`src/rtl/if_fetch_unit_pkg.sv`:
```
// Shared fetch-stage definitions: word width, NOP encoding, reset PC and FSM states.
// Latency: n/a (declarations only).
// Backpressure: n/a.
package if_fetch_unit_pkg;

  localparam int          IF_XLEN     = 32;
  localparam logic [31:0] IF_NOP      = 32'h0000_0013;
  localparam logic [31:0] IF_RESET_PC = 32'h0000_0000;

  typedef enum logic [1:0] {
    IF_BOOT = 2'd0,
    IF_RUN  = 2'd1,
    IF_HALT = 2'd2
  } if_state_e;

endpackage

```
`src/rtl/if_fetch_fifo.sv`:
```
// Fetch queue: FIFO of {pc, instr} entries between memory responses and IF/ID.
// Latency: a push is visible at the head on the next cycle (head read directly from storage).
// Backpressure: the caller never pushes into a full queue unless it pops in the same cycle; flush beats push/pop.
module if_fetch_fifo #(
  parameter  int DEPTH = 4,
  parameter  int WIDTH = 64,
  localparam int AW    = $clog2(DEPTH),
  localparam int CW    = $clog2(DEPTH) + 1
) (
  input  logic             clk,
  input  logic             rst_n,
  input  logic             push,
  input  logic [WIDTH-1:0] push_data,
  input  logic             pop,
  input  logic             flush,
  output logic             head_valid,
  output logic [WIDTH-1:0] head_data,
  output logic [CW-1:0]    count
);

  logic [WIDTH-1:0] mem [DEPTH];
  logic [AW-1:0]    wr_ptr_q;
  logic [AW-1:0]    rd_ptr_q;
  logic [CW-1:0]    count_q;
  logic             do_push;
  logic             do_pop;

  assign do_pop  = pop && (count_q != '0);
  assign do_push = push && ((count_q != CW'(DEPTH)) || do_pop);

  // Entry storage; head is qualified by the count, so no reset is needed here
  always_ff @(posedge clk) begin
    if (do_push && !flush) begin
      mem[wr_ptr_q] <= push_data;
    end
  end

  // Pointers and occupancy; a flush empties the queue regardless of push/pop
  always_ff @(posedge clk or negedge rst_n) begin
    if (!rst_n) begin
      wr_ptr_q <= '0;
      rd_ptr_q <= '0;
      count_q  <= '0;
    end else if (flush) begin
      wr_ptr_q <= '0;
      rd_ptr_q <= '0;
      count_q  <= '0;
    end else begin
      if (do_push) wr_ptr_q <= wr_ptr_q + AW'(1);
      if (do_pop)  rd_ptr_q <= rd_ptr_q + AW'(1);
      count_q <= count_q + CW'(do_push) - CW'(do_pop);
    end
  end

  assign head_valid = (count_q != '0);
  assign head_data  = mem[rd_ptr_q];
  assign count      = count_q;

endmodule

```
`src/rtl/if_fetch_unit.sv`:
```
// Instruction fetch stage: in-order imem requests, response queue, valid/ready stream to IF/ID (optional IF_MISALIGN_TRAP_EN).
// Latency: first request one cycle after BOOT or a redirect; a response at cycle t is presented at t+1 when the queue is empty.
// Backpressure: id_ready low holds the head; issue stops once queued plus live in-flight fetches reach FQ_DEPTH.
module if_fetch_unit
  import if_fetch_unit_pkg::*;
#(
  parameter int              XLEN     = IF_XLEN,
  parameter logic [XLEN-1:0] RESET_PC = IF_RESET_PC,
  parameter int              FQ_DEPTH = 4
) (
  input  logic            clk,
  input  logic            rst_n,
  output logic            imem_req,
  output logic [XLEN-1:0] imem_addr,
  input  logic            imem_ready,
  input  logic            imem_rvalid,
  input  logic [XLEN-1:0] imem_rdata,
  input  logic            redirect_valid,
  input  logic [XLEN-1:0] redirect_pc,
  output logic            if_valid,
  output logic [XLEN-1:0] if_pc,
  output logic [XLEN-1:0] if_instr,
  input  logic            id_ready,
  output logic            if_misalign
);

  localparam int CW = $clog2(FQ_DEPTH) + 1;
  // In-flight and discard counts can exceed FQ_DEPTH: stale fetches still
  // draining after a redirect sit alongside a fresh issue budget.
  localparam int OW = CW + 1;
  localparam int BW = OW + 1;
`ifdef IF_MISALIGN_TRAP_EN
  localparam logic TRAP_EN = 1'b1;
`else
  localparam logic TRAP_EN = 1'b0;
`endif

  typedef struct packed {
    logic [XLEN-1:0] pc;
    logic [XLEN-1:0] instr;
  } fq_entry_t;

  if_state_e       state_q, state_d;
  logic [XLEN-1:0] fetch_pc_q, resp_pc_q, target_pc;
  logic [OW-1:0]   outst_q, outst_d, discard_q;
  logic [CW-1:0]   occ;
  logic [BW-1:0]   budget;
  logic            redir, redir_bad, can_issue;
  logic            hs, rsp, rsp_drop, push, pop, head_vld;
  fq_entry_t       push_entry, head_entry;

  assign redir      = redirect_valid && (state_q != IF_BOOT);
  assign redir_bad  = TRAP_EN && redir && (redirect_pc[1:0] != 2'b00);
  assign target_pc  = {redirect_pc[XLEN-1:2], 2'b00};
  assign budget     = BW'(occ) + BW'(outst_q) - BW'(discard_q);
  assign can_issue  = (budget < BW'(FQ_DEPTH)) && (outst_q != {OW{1'b1}}) && !redirect_valid;

  assign hs         = imem_req && imem_ready;
  assign rsp        = imem_rvalid && (outst_q != '0);
  assign rsp_drop   = rsp && (discard_q != '0);
  assign push       = rsp && !rsp_drop && !redir;
  assign pop        = head_vld && id_ready && !redir;
  assign outst_d    = outst_q + OW'(hs) - OW'(rsp);
  assign push_entry = '{pc: resp_pc_q, instr: imem_rdata};
  assign imem_addr  = fetch_pc_q;

  // Next state and request enable; nothing is issued in BOOT or HALT
  always_comb begin
    state_d  = state_q;
    imem_req = 1'b0;
    case (state_q)
      IF_BOOT: state_d = IF_RUN;
      IF_RUN: begin
        imem_req = can_issue;
        if (redir_bad) state_d = IF_HALT;
      end
      IF_HALT: if (redir && !redir_bad) state_d = IF_RUN;
      default: state_d = IF_BOOT;
    endcase
  end

  // FSM state register
  always_ff @(posedge clk or negedge rst_n) begin
    if (!rst_n) state_q <= IF_BOOT;
    else        state_q <= state_d;
  end

  // Fetch/response PCs and counters; a redirect turns every in-flight fetch into a discard
  always_ff @(posedge clk or negedge rst_n) begin
    if (!rst_n) begin
      fetch_pc_q <= RESET_PC;
      resp_pc_q  <= RESET_PC;
      outst_q    <= '0;
      discard_q  <= '0;
    end else begin
      outst_q <= outst_d;
      if (redir) begin
        fetch_pc_q <= target_pc;
        resp_pc_q  <= target_pc;
        discard_q  <= outst_d;
      end else begin
        if (hs)       fetch_pc_q <= fetch_pc_q + XLEN'(4);
        if (push)     resp_pc_q  <= resp_pc_q + XLEN'(4);
        if (rsp_drop) discard_q  <= discard_q - OW'(1);
      end
    end
  end

  if_fetch_fifo #(
    .DEPTH (FQ_DEPTH),
    .WIDTH (2 * XLEN)
  ) u_fifo (
    .clk        (clk),
    .rst_n      (rst_n),
    .push       (push),
    .push_data  (push_entry),
    .pop        (pop),
    .flush      (redir),
    .head_valid (head_vld),
    .head_data  (head_entry),
    .count      (occ)
  );

  assign if_valid = head_vld;
  assign if_instr = head_vld ? head_entry.instr : XLEN'(IF_NOP);

`ifdef IF_MISALIGN_TRAP_EN
  logic [XLEN-1:0] halt_pc_q;

  // Keep the offending target visible on if_pc while halted
  always_ff @(posedge clk or negedge rst_n) begin
    if (!rst_n)         halt_pc_q <= '0;
    else if (redir_bad) halt_pc_q <= redirect_pc;
  end

  assign if_misalign = (state_q == IF_HALT);
  assign if_pc       = (state_q == IF_HALT) ? halt_pc_q : (head_vld ? head_entry.pc : '0);
`else
  assign if_misalign = 1'b0;
  assign if_pc       = head_vld ? head_entry.pc : '0;
`endif

endmodule

```
`config.mk`:
```
export PLATFORM = sky130hd
export DESIGN_NAME = if_fetch_unit
export DESIGN_NICKNAME = d
export VERILOG_FILES = /design/src/rtl/if_fetch_unit_pkg.sv /design/src/rtl/if_fetch_fifo.sv /design/src/rtl/if_fetch_unit.sv
export SDC_FILE = /design/constraint.sdc
export NUM_CORES = 1
export LEC_CHECK = 0
export ABC_AREA = 1
export BUFFER_PORTS_ARGS = -buffer_cell sky130_fd_sc_hd__clkbuf_2
export CAP_MARGIN = 20
export CORE_MARGIN = 4
export CORE_UTILIZATION = 54
export DETAILED_ROUTE_END_ITERATION = 8
export PLACE_DENSITY_LB_ADDON = 0.08
export SYNTH_ARGS = -nofsm -noshare
export SYNTH_HDL_FRONTEND = slang
export SYNTH_SLANG_ARGS = --single-unit
```
`constraint.sdc`:
```
create_clock -name clk -period 5.1 [get_ports clk]
set_clock_uncertainty 0.2 [all_clocks]
set_input_delay 1.02 -clock clk [delete_from_list [all_inputs] [get_ports clk]]
set_output_delay 1.02 -clock clk [all_outputs]
set_load 0.01 [all_outputs]
```
==> impl_metrics.ini <==
[timing]
slew_violations = 0
worst_pin_slew_ns = 0.829
period_share_pct = 83.0
finalHoldViolCount = 0
clock.fmax_mhz = 236
rsz0062_at_grt = false
fin_crit_ns = 4.23
setup_slack_ns = 0.867
setup_viol = 0
slew_headroom_pct = 44.7
setup_tns_ns = 0

[clock_tree]
cts_sinks = 324
ctsResizeCount = 0
h-tree-depth = 2
hold_buffers = 0
clk-insertion-delay-late_ns = 0.51
cts_setup_buffers = 0
cts_buffer_depth = 3
cts_made_buffers = 35
cts.clk_slew.worst_paths_ns = 0.06
cts_root_buf = clkbuf_16
cts_tree = done

[power]
power_density_nw_per_um2 = 548
pwr-share-clk_pct = 24.4
p_comb_share_pct = 36.4
p_sw_mw = 3.78
switching_share_pct = 39.3
p_leak_nw = 7.06
seq_power_share_pct = 39.3
max-vdd-ir-drop_mv = 0.250
p_int_mw = 5.84

[drt]
firstDrtPassIters = 5
drc = 0
drt_wl_total_mm = 36.6
post_drt_wl_per_cell_um = 16.7
vias = 11732
first_iter_violations = 867
via_per_inst = 5.34
ant_nets = 0

[placement]
hpwl_mm = 23.6
pre_cts_ws_ns = 1.10
io_buffer_count = 161
place_inst = 2132
gp_congestion = 0.934

[floorplan]
die_area_sq_um = 31100
boundaryPins = 169
coreArea_sq_um = 27900
start_util_pct = 54.9
std_cell_rows = 61
dieHeight_um = 176
die_w_um = 176

[finish]
drive_gt1_share_pct = 15.6
area_growth_pct = 14.6
diodes = 0
nets = 1885
fillers = 2304
instances_no_fill = 2195

[yosys]
synth_commonest_cells = 369 x nand2_1, 367 x nor2_1, 248 x edfxtp_1, 154 x o21ai_0, 91 x inv_1
yosys.cell_types.count = 38
synth_most_common_cell = nand2_1
yosys.area.top_type = edfxtp_1
synth_top_area_share_pct = 48.7
ys_dominant_reg_cell = edfxtp_1
seq_area_frac_synth_pct = 61.1
synth_area_leaders = edfxtp_1 49%, dfrtp_1 12%, nand2_1 9.1%, nor2_1 9.0%, o21ai_0 5.0%
synth_edf_count = 248
syn_area_per_cell_sq_um = 9.32
yosys_register_bits = 324
synth_area_sq_um = 15300
syn-instance-count = 1643
async_reset_ff_share_pct = 23.5
yosysWarnings = 0

[critical_path]
worstPathRequired_ns = 3.88
worstPathMaxFanout = 53
start_kind = flip-flop
crit_arrival_ns = 3.01
rr_worst_depth = 16
timing.rr.end = discard_q[2]$_DFFE_PN0P_
end_kind = output pin
worstSetupPathType = flip-flop to output pin
rrSetupSlack_ns = 1.45
reg2reg_from = outst_q[1]$_DFF_PN0_

[hold_path]
whs_path_depth = 2
worstHoldStart = imem_addr[31]$_DFFE_PN0P_
min_to = imem_addr[31]$_DFFE_PN0P_
min-delay-path-class = flip-flop to flip-flop

[grt]
grt_start_max_net_pins = 75
grt_pass1_vias = 11371
antenna_found_initial = 0
grt_pass1_wl_mm = 58.7
grt_remaining_overflow = 0
grt_usage_pct = 23.5

[flow_run]
maxCapViolations = 0

[status]
status = completed
[flip-flops by register name, summed over array words and instances, names as in the netlist]
register         count
u_fifo.rd_ptr_q      2
state_q              1
resp_pc_q           30
u_fifo.mem         248
u_fifo.count         3
outst_q              4
u_fifo.wr_ptr_q      2
imem_addr           30
discard_q            4
[power groups by stage]
stage	logic [mW]	registers [mW]	clock network [mW]
after floorplan	2.42	3.62	0
after global placement	3.45	3.81	0
after detailed placement	3.52	3.82	0
after CTS	3.54	3.77	2.38
after global routing	3.98	3.84	2.51
final	3.50	3.78	2.34
[through the flow]
step / power (mW) / cell area (sq um) / util [%] / hold WS (ns)
floorplan: 6.04 / 15300 / - / 0.309
global placement: 7.26 / 16500 / 59.1 / 0.320
detailed placement: 7.34 / 16500 / 59.1 / 0.349
CTS: 9.69 / 17500 / 63.0 / 0.363
global route: 10.3 / 17500 / 63.0 / 0.384
finish: 9.62 / 17500 / 63.0 / 0.356
[cell type report]
class,count,area (sq um),share of cell area [%]
clock buffers,42,923,5.26
flip-flops and latches,324,9350,53.3
clock inverters,21,144,0.820
well taps,378,473,2.70
inverters,99,374,2.13
repair buffers,182,1020,5.79
multi-input cells,1149,5260,30.0
[metal layers]
layer	vias up	part of all wire [%]	wire length [um]	track usage, %
li1	5745	-	-	-
met1	5555	43	15800	32.2
met2	376	48	17700	39.9
met3	56	5.9	2140	3.25
met4	0	2.5	898	6.71
met5	-	0	0	0
[critical path: stages (launching register included)]
cell and delay [ns]:
dfrtp_4 0.71, inv_2 0.71, buf_4 0.36, nor2_1 0.05, o311ai_0 0.42, clkbuf_2 0.23
[how the worst max path moves through the flow]
stage,start,endpoint,slack [ns]
2_1_floorplan,redirect_valid,u_fifo.mem[0][0]$_DFFE_PP_,0.33
3_3_place_gp,imem_rvalid,u_fifo.mem[0][7]$_DFFE_PP_,1.15
3_5_place_dp,imem_rvalid,u_fifo.mem[0][7]$_DFFE_PP_,1.10
4_1_cts,u_fifo.rd_ptr_q[0]$_DFFE_PN0P_,if_instr[0],0.86
5_1_grt,u_fifo.rd_ptr_q[0]$_DFFE_PN0P_,if_instr[0],0.65
6_report,u_fifo.rd_ptr_q[0]$_DFFE_PN0P_,if_instr[0],0.87
[cell families (layout without fill, tap and decap cells)]
kind of cell | count (synthesis) | count (layout) | share of synthesized area, %
and+or+nand+nor | 848 | 848 | 22.5
DFF | 324 | 324 | 61.1
AOI/OAI and AO/OA | 262 | 262 | 8.82
buffers and inverters | 174 | 344 | 4.91
adders and majority gates | 24 | 24 | 2.16
xor gates and xnor gates | 9 | 9 | 0.515
other | 2 | 6 | 0.0491
[cells in the final DEF (no fill, tap or decap), types with 5 or more instances in the layout]
cell type / n
nand2_1: 368
nor2_1: 363
edfxtp_1: 248
clkbuf_2: 160
o21ai_0: 154
inv_1: 90
a21oi_1: 89
dfrtp_1: 74
nand3_1: 63
clkbuf_16: 36
ha_1: 20
buf_4: 18
nor2_2: 14
nor2_4: 11
nand2_2: 9
clkinv_1: 8
clkinv_2: 8
inv_2: 7
nand3b_1: 6
a31oi_1: 6
conb_1: 6
clkbuf_1: 6
o211ai_1: 5
nor3_1: 5
xor2_1: 5
(Power assumes the default switching activity.)
